**src/rtl/cpu8_pkg.sv**
```systemverilog
// Purpose: shared encodings for the 8-bit accumulator CPU control unit.
// Latency: n/a (types and constants only).
// Backpressure: n/a.
package cpu8_pkg;

    // FSM state encodings; the value is exported on the debug state port.
    typedef enum logic [2:0] {
        S_RESET   = 3'd0,
        S_SELECT  = 3'd1,
        S_DECODE  = 3'd2,
        S_COMPUTE = 3'd3,
        S_READ_IP = 3'd4
    } state_t;

    // Destination field opcode[5:4] of ALU-class instructions.
    localparam logic [1:0] DEST_A     = 2'b00;
    localparam logic [1:0] DEST_B     = 2'b01;
    localparam logic [1:0] DEST_IP    = 2'b10;
    localparam logic [1:0] DEST_FLAGS = 2'b11;

    // ALU op that forwards the B operand (used by load-immediate forms).
    localparam logic [3:0] OP_PASS_B = 4'hB;

    // Opcode classes selected by opcode[7:6].
    localparam logic [1:0] CLS_ALU_REG = 2'b00;
    localparam logic [1:0] CLS_ALU_IMM = 2'b01;
    localparam logic [1:0] CLS_MISC    = 2'b10;
    localparam logic [1:0] CLS_ALU_IND = 2'b11;

    // Sub-classes of the misc class, selected by opcode[5:4].
    localparam logic [1:0] MISC_STORE  = 2'b01;
    localparam logic [1:0] MISC_BRANCH = 2'b10;

    // Exact misc opcodes.
    localparam logic [7:0] OPC_SWAP  = 8'h81;
    localparam logic [7:0] OPC_CLC   = 8'h88;
    localparam logic [7:0] OPC_RESET = 8'hBF;

endpackage

```
**src/rtl/cpu8_branch_eval.sv**
```systemverilog
// Purpose: evaluates a branch condition nibble against the datapath flags.
// Latency: combinational.
// Backpressure: none.
// Ports: cond_i = tttt {zv,zu,cv,cu}; zero_i/carry_i = flags; take_o = branch taken.
module cpu8_branch_eval (
    input  logic [3:0] cond_i,
    input  logic       zero_i,
    input  logic       carry_i,
    output logic       take_o
);
    import cpu8_pkg::*;

    logic zv, zu, cv, cu;

    assign {zv, zu, cv, cu} = cond_i;

    // A flag is only tested when its "use" bit is set; 0000 is unconditional.
    assign take_o = (!zu || (zero_i == zv)) && (!cu || (carry_i == cv));

endmodule

```
**src/rtl/cpu8_sequencer.sv**
```systemverilog
// Purpose: fetch/decode/sequence unit of the 8-bit accumulator CPU; owns IP and memory address/strobe.
// Latency: ALU/imm/indirect/branch 3 cycles, store/swap/clc 2 cycles (+1 write cycle) when mem_ready=1.
// Backpressure: any memory-dependent state holds (no strobes) while mem_ready=0.
// Ports: clk/reset (sync, active-high); mem_rdata/mem_ready from memory; alu_y, b_reg, zero, carry
//        from datapath; mem_addr/mem_write to memory; alu_op, b_src, a_we, b_we, flags_we, swap_ab,
//        carry_clr to datapath; ip/state for debug.
module cpu8_sequencer #(
    parameter logic [7:0] RESET_VEC  = 8'h80,
    parameter logic [3:0] STORE_PAGE = 4'h0
) (
    input  logic       clk,
    input  logic       reset,
    input  logic [7:0] mem_rdata,
    input  logic       mem_ready,
    input  logic [8:0] alu_y,
    input  logic [7:0] b_reg,
    input  logic       zero,
    input  logic       carry,
    output logic [7:0] mem_addr,
    output logic       mem_write,
    output logic [3:0] alu_op,
    output logic       b_src,
    output logic       a_we,
    output logic       b_we,
    output logic       flags_we,
    output logic       swap_ab,
    output logic       carry_clr,
    output logic [7:0] ip,
    output logic [2:0] state
);
    import cpu8_pkg::*;

    state_t     state_q, state_d;
    logic [7:0] ip_q, ip_d;
    logic [7:0] mem_addr_q, mem_addr_d;
    logic       mem_write_q, mem_write_d;
    logic [7:0] opcode_q, opcode_d;
    logic       take_q, take_d;

    logic       a_we_c, b_we_c, flags_we_c, swap_c, clc_c;
    logic       take_c;

    // Carry out of the ALU and the top opcode bit are not needed by the sequencer.
    logic       unused_bits;
    assign unused_bits = alu_y[8] ^ opcode_q[7];

    cpu8_branch_eval u_branch (
        .cond_i  (mem_rdata[3:0]),
        .zero_i  (zero),
        .carry_i (carry),
        .take_o  (take_c)
    );

    always_ff @(posedge clk) begin
        if (reset) begin
            state_q     <= S_RESET;
            ip_q        <= RESET_VEC;
            mem_addr_q  <= 8'h00;
            mem_write_q <= 1'b0;
            opcode_q    <= 8'h00;
            take_q      <= 1'b0;
        end else begin
            state_q     <= state_d;
            ip_q        <= ip_d;
            mem_addr_q  <= mem_addr_d;
            mem_write_q <= mem_write_d;
            opcode_q    <= opcode_d;
            take_q      <= take_d;
        end
    end

    always_comb begin
        state_d     = state_q;
        ip_d        = ip_q;
        mem_addr_d  = mem_addr_q;
        mem_write_d = mem_write_q;
        opcode_d    = opcode_q;
        take_d      = take_q;
        a_we_c      = 1'b0;
        b_we_c      = 1'b0;
        flags_we_c  = 1'b0;
        swap_c      = 1'b0;
        clc_c       = 1'b0;

        case (state_q)
            S_RESET: begin
                ip_d    = RESET_VEC;
                state_d = S_SELECT;
            end

            S_SELECT: begin
                // A pending store must be accepted before the next fetch address goes out.
                if (!(mem_write_q && !mem_ready)) begin
                    mem_addr_d  = ip_q;
                    ip_d        = ip_q + 8'd1;
                    mem_write_d = 1'b0;
                    state_d     = S_DECODE;
                end
            end

            S_DECODE: begin
                if (mem_ready) begin
                    opcode_d = mem_rdata;
                    state_d  = S_SELECT;
                    case (mem_rdata[7:6])
                        CLS_ALU_REG: state_d = S_COMPUTE;
                        CLS_ALU_IMM: begin
                            mem_addr_d = ip_q;
                            ip_d       = ip_q + 8'd1;
                            state_d    = S_COMPUTE;
                        end
                        CLS_ALU_IND: begin
                            mem_addr_d = b_reg;
                            state_d    = S_COMPUTE;
                        end
                        default: begin
                            if (mem_rdata[5:4] == MISC_STORE) begin
                                mem_addr_d  = {STORE_PAGE, mem_rdata[3:0]};
                                mem_write_d = 1'b1;
                            end else if (mem_rdata[5:4] == MISC_BRANCH) begin
                                take_d     = take_c;
                                mem_addr_d = ip_q;
                                ip_d       = ip_q + 8'd1;
                                state_d    = S_READ_IP;
                            end else if (mem_rdata == OPC_SWAP) begin
                                swap_c = 1'b1;
                            end else if (mem_rdata == OPC_CLC) begin
                                clc_c = 1'b1;
                            end else if (mem_rdata == OPC_RESET) begin
                                state_d = S_RESET;
                            end
                        end
                    endcase
                end
            end

            S_COMPUTE: begin
                // Only memory-sourced operands (imm/indirect) have to wait for memory.
                if (!(opcode_q[6] && !mem_ready)) begin
                    flags_we_c = 1'b1;
                    case (opcode_q[5:4])
                        DEST_A:  a_we_c = 1'b1;
                        DEST_B:  b_we_c = 1'b1;
                        DEST_IP: ip_d   = alu_y[7:0];
                        default: ;
                    endcase
                    state_d = S_SELECT;
                end
            end

            S_READ_IP: begin
                if (mem_ready) begin
                    if (take_q) begin
                        ip_d = mem_rdata;
                    end
                    state_d = S_SELECT;
                end
            end

            default: state_d = S_RESET;
        endcase
    end

    assign mem_addr  = mem_addr_q;
    assign mem_write = mem_write_q;
    assign alu_op    = opcode_q[3:0];
    assign b_src     = opcode_q[6];
    assign ip        = ip_q;
    assign state     = state_q;

    // Strobes are suppressed outright in any cycle where reset is asserted.
    assign a_we      = a_we_c     & ~reset;
    assign b_we      = b_we_c     & ~reset;
    assign flags_we  = flags_we_c & ~reset;
    assign swap_ab   = swap_c     & ~reset;
    assign carry_clr = clc_c      & ~reset;

endmodule

```
**config.mk**
```make
export PLATFORM = sky130hd
export DESIGN_NAME = cpu8_sequencer
export DESIGN_NICKNAME = d
export VERILOG_FILES = /design/src/rtl/cpu8_pkg.sv /design/src/rtl/cpu8_branch_eval.sv /design/src/rtl/cpu8_sequencer.sv
export SDC_FILE = /design/constraint.sdc
export NUM_CORES = 1
export LEC_CHECK = 0
export ABC_CLOCK_PERIOD_IN_PS = 2400
export CORE_MARGIN = 2
export CORE_UTILIZATION = 47
export DETAILED_ROUTE_END_ITERATION = 6
export PLACE_DENSITY_LB_ADDON = 0.05
export SLEW_MARGIN = 20
export SYNTH_ARGS = -nofsm -noshare
export SYNTH_HDL_FRONTEND = slang
export SYNTH_SLANG_ARGS = --single-unit
```
**constraint.sdc**
```tcl
create_clock -name clk -period 2.4 [get_ports clk]
set_input_delay 0.36 -clock clk [delete_from_list [all_inputs] [get_ports clk]]
set_output_delay 0.36 -clock clk [all_outputs]
set_load 0.005 [all_outputs]
```
==> flow_results.xml <==
<?xml version="1.0" encoding="UTF-8"?>
<metrics>
  <group name="detailed_routing">
    <metric name="drt_pre_antenna_iters" unit="">5</metric>
    <metric name="vias" unit="">2063</metric>
    <metric name="drtAntennaViolNets" unit="">0</metric>
    <metric name="post_drt_wl_per_cell" unit="um">15.0</metric>
    <metric name="drt_iter0_markers" unit="">182</metric>
    <metric name="route.detailed.drc" unit="">0</metric>
    <metric name="post_drt_via_cell_ratio" unit="">5.53</metric>
    <metric name="total_detailed_routing_wirelength" unit="um">5600</metric>
  </group>
  <group name="worst_setup_path">
    <metric name="critPathRequiredTime" unit="ns">2.04</metric>
    <metric name="r2r_start" unit="">state[0]</metric>
    <metric name="worst_r2r_path_depth" unit="">5</metric>
    <metric name="setup.worst_path.class" unit="">primary input to primary output</metric>
    <metric name="critPathMaxFanout" unit="">6</metric>
    <metric name="critical_path.endpoint_type" unit="">primary output</metric>
    <metric name="critPathArrivalTime" unit="ns">1.89</metric>
    <metric name="regToRegEndpoint" unit="">ip[5]</metric>
    <metric name="crit_path_start_kind" unit="">primary input</metric>
    <metric name="worst-r2r-setup-slack" unit="ns">0.33</metric>
  </group>
  <group name="timing">
    <metric name="max_slew_margin" unit="">0.762</metric>
    <metric name="slew_violations" unit="">0</metric>
    <metric name="finalSetupTns" unit="ns">0</metric>
    <metric name="finalHoldViolCount" unit="">0</metric>
    <metric name="slew_at_the_pin_closest_to_its_max_slew_limit" unit="ns">0.353</metric>
    <metric name="final_layout_worst_hold_slack" unit="ns">0.459</metric>
    <metric name="rsz0062_at_grt" unit="">no</metric>
    <metric name="final.min_clock_period" unit="ns">2.25</metric>
    <metric name="maxClockFrequency" unit="GHz">0.444</metric>
    <metric name="timing.clock.skew" unit="ns">0.00416</metric>
    <metric name="final.period_utilization" unit="">0.938</metric>
    <metric name="timing.final.ws_setup" unit="ns">0.149</metric>
    <metric name="timing.final.setup_violations" unit="">0</metric>
  </group>
  <group name="synthesis">
    <metric name="synth_async_sr_flop_share" unit="">0</metric>
    <metric name="synth_top_cells_by_area" unit="">dfxtp_1, ha_1, nand2_1</metric>
    <metric name="synth_edf_count" unit="">0</metric>
    <metric name="synth_top_area_share" unit="">0.290</metric>
    <metric name="syn_avg_cell_area" unit="um2">7.96</metric>
    <metric name="synth.yosys.warnings" unit="">0</metric>
    <metric name="synth_top_cell_by_area" unit="">dfxtp_1</metric>
    <metric name="synth_cell_types" unit="">57</metric>
    <metric name="dominantRegCellSynth" unit="">dfxtp_1</metric>
    <metric name="ys_seq_elements" unit="">28</metric>
    <metric name="synth-seq-area-share" unit="">0.290</metric>
    <metric name="postSynthCellCount" unit="">243</metric>
    <metric name="mappedNetlistNets" unit="">283</metric>
    <metric name="post_synth_instance_area" unit="um2">1930</metric>
  </group>
  <group name="floorplanning">
    <metric name="design.core.area" unit="um2">3970</metric>
    <metric name="horiz_die_dim" unit="um">68.2</metric>
    <metric name="rows" unit="">23</metric>
    <metric name="die_area" unit="um2">4650</metric>
    <metric name="io-pin-count" unit="">60</metric>
    <metric name="initial_utilization" unit="">0.487</metric>
    <metric name="die_y" unit="um">68.2</metric>
  </group>
  <group name="clocking">
    <metric name="clkLatencyLatePin" unit="ns">0.29</metric>
    <metric name="tritoncts" unit="">yes</metric>
    <metric name="cts_max_path_bufs" unit="">2</metric>
    <metric name="cts-buffers-inserted" unit="">3</metric>
    <metric name="clock_sinks" unit="">28</metric>
    <metric name="cts-htree-levels" unit="">1</metric>
    <metric name="clk_pin_slew" unit="ns">0.10</metric>
    <metric name="clk_root_buffer_cell" unit="">clkbuf_8</metric>
    <metric name="cts.hold.buffers_added" unit="">0</metric>
  </group>
  <group name="global_route">
    <metric name="via_count_of_the_first_global_routing_pass" unit="">1825</metric>
    <metric name="globalRouteOverflowTotal" unit="">0</metric>
    <metric name="grt_usage" unit="">0.257</metric>
    <metric name="number_of_antenna_violations_at_the_first_check_in_global_routing" unit="">0</metric>
    <metric name="grt_max_degree" unit="">19</metric>
    <metric name="wire_length_of_the_first_global_routing_pass" unit="um">8940</metric>
  </group>
  <group name="layout">
    <metric name="layoutNonFillerInstCount" unit="">373</metric>
    <metric name="ratio_of_cells_with_drive_above_1_in_the_final_layout" unit="">0.180</metric>
    <metric name="finish.instance_area" unit="um2">2840</metric>
    <metric name="layout.cells.most_common" unit="">clkdlybuf4s50_1</metric>
    <metric name="areaGrowthSynthToFinish" unit="%">46.6</metric>
    <metric name="finalNetCount" unit="">364</metric>
    <metric name="final_util" unit="">0.714</metric>
    <metric name="most-common-layout-cells" unit="">clkdlybuf4s50_1, buf_4, nand2_1</metric>
    <metric name="antenna-diode-count" unit="">0</metric>
  </group>
  <group name="placed_design">
    <metric name="port-buffer-count" unit="">58</metric>
    <metric name="dpl_worst_slack" unit="ns">-0.293</metric>
    <metric name="gp_weighted_congestion" unit="">0.898</metric>
    <metric name="place_hpwl" unit="um">4390</metric>
    <metric name="dpl-instance-area" unit="um2">2760</metric>
    <metric name="placed_cells_incl_taps" unit="">369</metric>
  </group>
  <group name="power">
    <metric name="totalPowerFinal" unit="mW">1.51</metric>
    <metric name="leakagePower" unit="nW">1.10</metric>
    <metric name="max-vdd-ir-drop" unit="mV">0.346</metric>
    <metric name="power.density_cell_area" unit="nW/um2">533</metric>
  </group>
  <group name="min_path">
    <metric name="holdPathStages" unit="">2</metric>
    <metric name="min-delay-path-class" unit="">flop to flop</metric>
    <metric name="worstHoldEndpoint" unit="">opcode_q[1]</metric>
    <metric name="hold_path.startpoint" unit="">opcode_q[1]</metric>
  </group>
  <group name="run">
    <metric name="max_cap_violations" unit="">0</metric>
  </group>
  <group name="run_status">
    <metric name="run_status" unit="">complete, no violations</metric>
  </group>
</metrics>
## cells in the mapped netlist (2+ instances only)
cell type and n:
nand4_1 3, nand3_1 7, inv_1 6, nand2_1 32, a22oi_1 7, o21ai_1 4, buf_4 6, nor3b_1 4
mux2i_1 2, o41ai_1 2, and2_1 2, a32oi_1 4, a222oi_1 3, nor2_1 22, nor4_1 2, dfxtp_1 28
a221oi_1 2, ha_1 10, a31oi_1 2, o21ai_0 7, nor2b_1 10, clkbuf_1 10, a211oi_1 7, nor3_1 4
nand2b_1 4, inv_2 2, xor2_1 5, a21oi_1 16, o32ai_2 2
## where the power goes
part           internal (mW)  switching [mW]
registers              0.519          0.0594
logic                  0.344           0.284
clock network          0.148           0.158
## worst max-delay path, cell delays in order
cell,delay (ns)
clkdlybuf4s50_1,0.56
nor4_2,0.31
nor2b_1,0.15
clkdlybuf4s50_1,0.50
## sequential cells by signal, summed over array words and instances, names as in the netlist
register   count
ip             8
mem_write      1
state          3
take_q         1
mem_addr       8
opcode_q       7
## area by class of cell
class / count / area [um2]
timing repair buffer: 93 / 851
clock buffer: 4 / 55.1
fill: 337 / 1140
sequential: 28 / 567
multi-input combinational: 190 / 1270
tap: 50 / 62.6
inverter: 8 / 30.0
## how the worst max path moves through the flow
stage,start,slack [ns],to
global placement,mem_rdata[4],-0.26,carry_clr
global route,mem_rdata[7],0.004,swap_ab
floorplan,state[1],0.50,ip[3]
detailed placement,mem_rdata[5],-0.29,carry_clr
CTS,state[1],0.01,a_we
finish,reset,0.15,a_we
## kinds of logic after synthesis
family                   Yosys count  synth area share
AND/OR/NAND/NOR                  100             0.265
flip-flops                        28             0.290
XOR/XNOR                           6            0.0272
adder cells (fa/ha/maj)           10            0.0647
multiplexers                       4            0.0220
AO/OA/AOI/OAI                     70             0.267
buffers and inverters             25            0.0640
## routing by layer
metal | up-vias | track usage | wire, um
met5 | - | 0 | 0
met4 | 0 | 0.0500 | 22
met3 | 2 | 0.0592 | 456
met2 | 81 | 0.410 | 2560
met1 | 929 | 0.355 | 2570
li1 | 1051 | - | -
## repair_timing
action,4_1_cts,5_1_grt
resized for setup,9,5
setup buffers,0,0
endpoints found under the setup margin,4,2
pin swaps,3,0
No activity file was read; power rests on OpenSTA's default activity.
